--- src/rtl/fifo_param.sv ---
// fifo_param: parametrised single-clock FIFO with occupancy count, almost flags,
// sticky error flags and synchronous flush. Define FIFO_FWFT_EN for first-word-fall-through. Rev 1.0
`default_nettype none

module fifo_param #(
  parameter int WIDTH     = 8,
  parameter int DEPTH     = 16,
  parameter int ADDR      = 4,
  parameter int AF_MARGIN = 2,
  parameter int AE_MARGIN = 2
) (
  input  logic             clk,
  input  logic             reset,
  input  logic             flush,
  input  logic [WIDTH-1:0] data_in,
  input  logic             wr_enb,
  input  logic             rd_enb,
  output logic [WIDTH-1:0] data_out,
  output logic             full,
  output logic             empty,
  output logic             almost_full,
  output logic             almost_empty,
  output logic [ADDR:0]    count,
  output logic             overflow,
  output logic             underflow
);

  localparam logic [ADDR:0] C_DEPTH  = (ADDR+1)'(DEPTH);
  localparam logic [ADDR:0] C_AF_LVL = (ADDR+1)'(DEPTH - AF_MARGIN);
  localparam logic [ADDR:0] C_AE_LVL = (ADDR+1)'(AE_MARGIN);

  if (DEPTH != (1 << ADDR)) begin : g_bad_depth
    $error("fifo_param: DEPTH must equal 2**ADDR");
  end
  if (AF_MARGIN >= DEPTH) begin : g_bad_af
    $error("fifo_param: AF_MARGIN must be less than DEPTH");
  end
  if (AE_MARGIN >= DEPTH) begin : g_bad_ae
    $error("fifo_param: AE_MARGIN must be less than DEPTH");
  end

  logic [WIDTH-1:0] mem_q [DEPTH];
  logic [ADDR-1:0]  wr_ptr_q, wr_ptr_d;
  logic [ADDR-1:0]  rd_ptr_q, rd_ptr_d;
  logic [ADDR:0]    count_q, count_d;
  logic             overflow_q, overflow_d;
  logic             underflow_q, underflow_d;
  logic             wr_acc, rd_acc;

  assign full         = (count_q == C_DEPTH);
  assign empty        = (count_q == '0);
  assign almost_full  = (count_q >= C_AF_LVL);
  assign almost_empty = (count_q <= C_AE_LVL);
  assign count        = count_q;
  assign overflow     = overflow_q;
  assign underflow    = underflow_q;

  // Flush wins over both requests, so it also masks the accept strobes.
  assign wr_acc = wr_enb & ~full  & ~flush;
  assign rd_acc = rd_enb & ~empty & ~flush;

  always_comb begin
    wr_ptr_d    = wr_ptr_q;
    rd_ptr_d    = rd_ptr_q;
    count_d     = count_q;
    overflow_d  = overflow_q;
    underflow_d = underflow_q;
    if (flush) begin
      wr_ptr_d    = '0;
      rd_ptr_d    = '0;
      count_d     = '0;
      overflow_d  = 1'b0;
      underflow_d = 1'b0;
    end else begin
      if (wr_acc) wr_ptr_d = wr_ptr_q + ADDR'(1);
      if (rd_acc) rd_ptr_d = rd_ptr_q + ADDR'(1);
      case ({wr_acc, rd_acc})
        2'b10:   count_d = count_q + (ADDR+1)'(1);
        2'b01:   count_d = count_q - (ADDR+1)'(1);
        default: count_d = count_q;
      endcase
      overflow_d  = overflow_q  | (wr_enb & full);
      underflow_d = underflow_q | (rd_enb & empty);
    end
  end

  always_ff @(posedge clk or posedge reset) begin
    if (reset) begin
      wr_ptr_q    <= '0;
      rd_ptr_q    <= '0;
      count_q     <= '0;
      overflow_q  <= 1'b0;
      underflow_q <= 1'b0;
    end else begin
      wr_ptr_q    <= wr_ptr_d;
      rd_ptr_q    <= rd_ptr_d;
      count_q     <= count_d;
      overflow_q  <= overflow_d;
      underflow_q <= underflow_d;
    end
  end

  always_ff @(posedge clk) begin
    if (wr_acc) mem_q[wr_ptr_q] <= data_in;
  end

`ifdef FIFO_FWFT_EN
  assign data_out = empty ? '0 : mem_q[rd_ptr_q];
`else
  logic [WIDTH-1:0] data_out_q, data_out_d;

  assign data_out_d = rd_acc ? mem_q[rd_ptr_q] : data_out_q;
  assign data_out   = data_out_q;

  always_ff @(posedge clk or posedge reset) begin
    if (reset) data_out_q <= '0;
    else       data_out_q <= data_out_d;
  end
`endif

endmodule

`default_nettype wire

--- config.mk ---
export PLATFORM = sky130hd
export DESIGN_NAME = fifo_param
export DESIGN_NICKNAME = d
export VERILOG_FILES = /design/src/rtl/fifo_param.sv
export SDC_FILE = /design/constraint.sdc
export NUM_CORES = 1
export LEC_CHECK = 0
export BUFFER_PORTS_ARGS = -buffer_cell sky130_fd_sc_hd__clkbuf_2
export CORE_AREA = 2 2 147 149
export CTS_CLUSTER_SIZE = 8
export DETAILED_ROUTE_END_ITERATION = 6
export DIE_AREA = 0 0 149 151
export HOLD_SLACK_MARGIN = 0.03
export SLEW_MARGIN = 20
export SYNTH_ARGS = -nofsm -noshare
export SYNTH_HDL_FRONTEND = slang
export SYNTH_SLANG_ARGS = --single-unit
--- constraint.sdc ---
create_clock -name clk -period 8.8 [get_ports clk]
set_clock_uncertainty 0.2 [all_clocks]
set_input_delay 0.44 -clock clk [delete_from_list [all_inputs] [get_ports clk]]
set_output_delay 0.44 -clock clk [all_outputs]
set_load 0.05 [all_outputs]
==> out/results.tsv <==
stage	metric	value	unit
status	status	finished, final reports clean	
synthesis	synth_nets	370	
setup_path	worstSetupPathType	reg2reg	
placement	gp_congestion	0.7912	
sta	tns	0	ps
setup_path	critPathLaunch	count[1]	
global_route	grt_max_degree	36	
drt	drt-initial-drc-count	221	
floorplanning	io_pins	32	
synthesis	synth-seq-area-share	0.7148	
finish	stdcell_count	673	
power	cellPowerDensity	298.4	nW/um2
global_route	grt_first_pass_wirelength	19100	um
min_path	hp-class	in2async	
setup_path	crit_path_start_kind	register	
drt	drc_errors	0	
sta	hold_violations	0	
finish	final_net_count	405	
cts	postCtsHoldBufs	0	
floorplanning	dieArea	22500	um2
global_route	grt_use_total	0.1176	
cts	cts_tree	done	
finish	layout_commonest_cell	edfxtp_1	
floorplanning	start_util	0.2969	
placement	place_hpwl	7664	um
cts	cts-root-buf	clkbuf_16	
synthesis	yosysUniqueCellTypes	41	
sta	max_slew_margin	0.3758	
cts	clkTransAtPathRegs	60	ps
drt	first_pass_iters	4	
cts	htree_levels	4	
finish	antenna_cells	0	
power	ir_drop	0.08769	mV
sta	tightest_slew	932.9	ps
floorplanning	die_y	151	um
synthesis	ys_warn_count	0	
global_route	antenna_found_initial	0	
floorplanning	coreArea	20820	um2
setup_path	reg2reg_from	count[1]	
synthesis	synth_area_per_cell	17.66	um2
sta	final_period_minus_worst_setup_slack	3263	ps
finish	final_core_util	0.3459	
setup_path	crit_fanout	10	
setup_path	cp_data_required_time	8910	ps
synthesis	synthesis.instances	350	
finish	final_area	7203	um2
drt	via_per_inst	4.744	
finish	area_delta_synth_final	16.51	%
cts	cts.sinks	151	
sta	setup_viol	0	
sta	rsz0062_at_grt	false	
floorplanning	die_w	149	um
synthesis	ys_seq_elements	151	
cts	clock_latency	420	ps
power	p_leak	2.353	nW
drt	via_count	3193	
job	cap_violations	0	
cts	post_cts_buffers	0	
drt	ant_nets	0	
cts	cts_buffer_depth	2	
placement	post-place-cells	641	
placement	port_buffers	31	
setup_path	end_kind	register	
placement	dpl_cell_area	6624	um2
drt	wl_per_cell	18.29	um
finish	final_cell_mix	128 x edfxtp_1, 40 x nor2_1, 32 x mux4_2	
sta	max_freq	306.5	MHz
global_route	grt_pass1_vias	3263	
drt	postRouteWirelength	12310	um
cts	cts_buffers	17	
cts	cts.repair.resized	0	
sta	min_period_over_period	0.3708	
global_route	overflow	0	
setup_path	arrival	3370	ps
finish	drive_above_1_share	0.2638	
synthesis	synthesis.area	6182	um2
sta	slew_viol_final	0	
floorplanning	row_count	53	
==> report_power, final <==
group	total [mW]	switching (mW)	internal (mW)
Sequential	0.871	0.0481	0.822
Clock	0.704	0.283	0.420
Combinational	0.576	0.367	0.208
Total	2.15	0.699	1.45
==> cells by family after synthesis <==
| kind of cell | count (synthesis) | share of synthesized area |
|---|---|---|
| flops | 151 | 0.7148 |
| simple gates | 84 | 0.06699 |
| buf+inv | 23 | 0.01680 |
| xor+xnor | 8 | 0.01133 |
| fa+ha+maj | 7 | 0.01417 |
| mux | 42 | 0.1330 |
| compound gates | 35 | 0.04291 |
==> layout make-up <==
type / instances / area, um2
clock buffers: 18 / 429.2
repair buffers: 35 / 185.2
clock inverters: 14 / 150.1
inverters: 4 / 15.01
fillers: 1982 / 13620
well taps: 275 / 344.1
flip-flops and latches: 151 / 4420
multi-input cells: 176 / 1659
==> cell usage after synthesis (all sizes together) <==
master / count / area (um2)
nand3b: 2 / 15.01
a21o: 1 / 7.510
buf: 7 / 43.79
nor3: 5 / 25.02
dfrtp: 23 / 575.6
o32ai: 1 / 8.760
a211oi: 10 / 75.07
a21boi: 1 / 7.510
nand2: 8 / 30.03
mux2i: 9 / 90.09
mux2: 1 / 11.26
clkbuf: 12 / 45.04
nor3b: 1 / 7.510
nand2b: 2 / 12.51
a31o: 2 / 17.52
nand3: 3 / 15.01
nor2b: 9 / 56.30
nor2: 41 / 156.4
a2111oi: 9 / 78.83
inv: 4 / 15.01
or3b: 1 / 8.760
a21oi: 6 / 30.03
ha: 7 / 87.58
and2: 4 / 25.02
o21ai: 4 / 31.28
nand4: 1 / 6.260
o41ai: 1 / 8.760
or3: 2 / 12.51
or2: 1 / 6.260
or4: 2 / 18.77
edfxtp: 128 / 3844
mux4: 32 / 720.7
xnor2: 3 / 26.28
xor2: 5 / 43.79
nor4: 2 / 18.77
==> sequential cells by signal, indices dropped and copies added, names as in the netlist <==
signal / cells
mem_q: 128
data_out: 8
count: 5
rd_ptr_q: 4
wr_ptr_q: 4
overflow: 1
underflow: 1
==> critical path, stage by stage (launching register included) <==
cell      delay [ps]
dfrtp_1          490
or4_4            590
and2_1           190
nor3_1           290
xor2_1           120
ha_1             240
a31o_2           290
o41ai_1          370
a211oi_1          80
o32ai_1          300
==> through the flow <==
stage	power [mW]	setup WS, ps	hold slack, ps
finish	2.150	5537	4.932
global route	2.251	5396	87.59
CTS	2.171	5530	40.68
detailed placement	1.469	5558	310.9
global placement	1.459	5735	285.1
floorplan	1.335	4851	241.9
==> metal layers <==
metal / track usage / vias up / part of all wire
li1: - / 1456 / -
met1: 0.1481 / 1649 / 0.45
met2: 0.1940 / 76 / 0.49
met3: 0.03554 / 12 / 0.043
met4: 0.04048 / 0 / 0.014
met5: 0 / - / 0
==> path summary, 6_finish.rpt <==
check / end / slack (ps) / cells past startpoint
hold / removal: rd_ptr_q[3] / 5 / 2
setup reg to reg: count[4] / 5540 / 9
setup / recovery: count[4] / 5540 / 9
hold reg to reg: overflow / 310 / 2
max in group asynchronous: rd_ptr_q[0] / 7770 / 2
min in group clk: overflow / 210 / 3
Note: power is estimated with default switching activity, not from simulation.
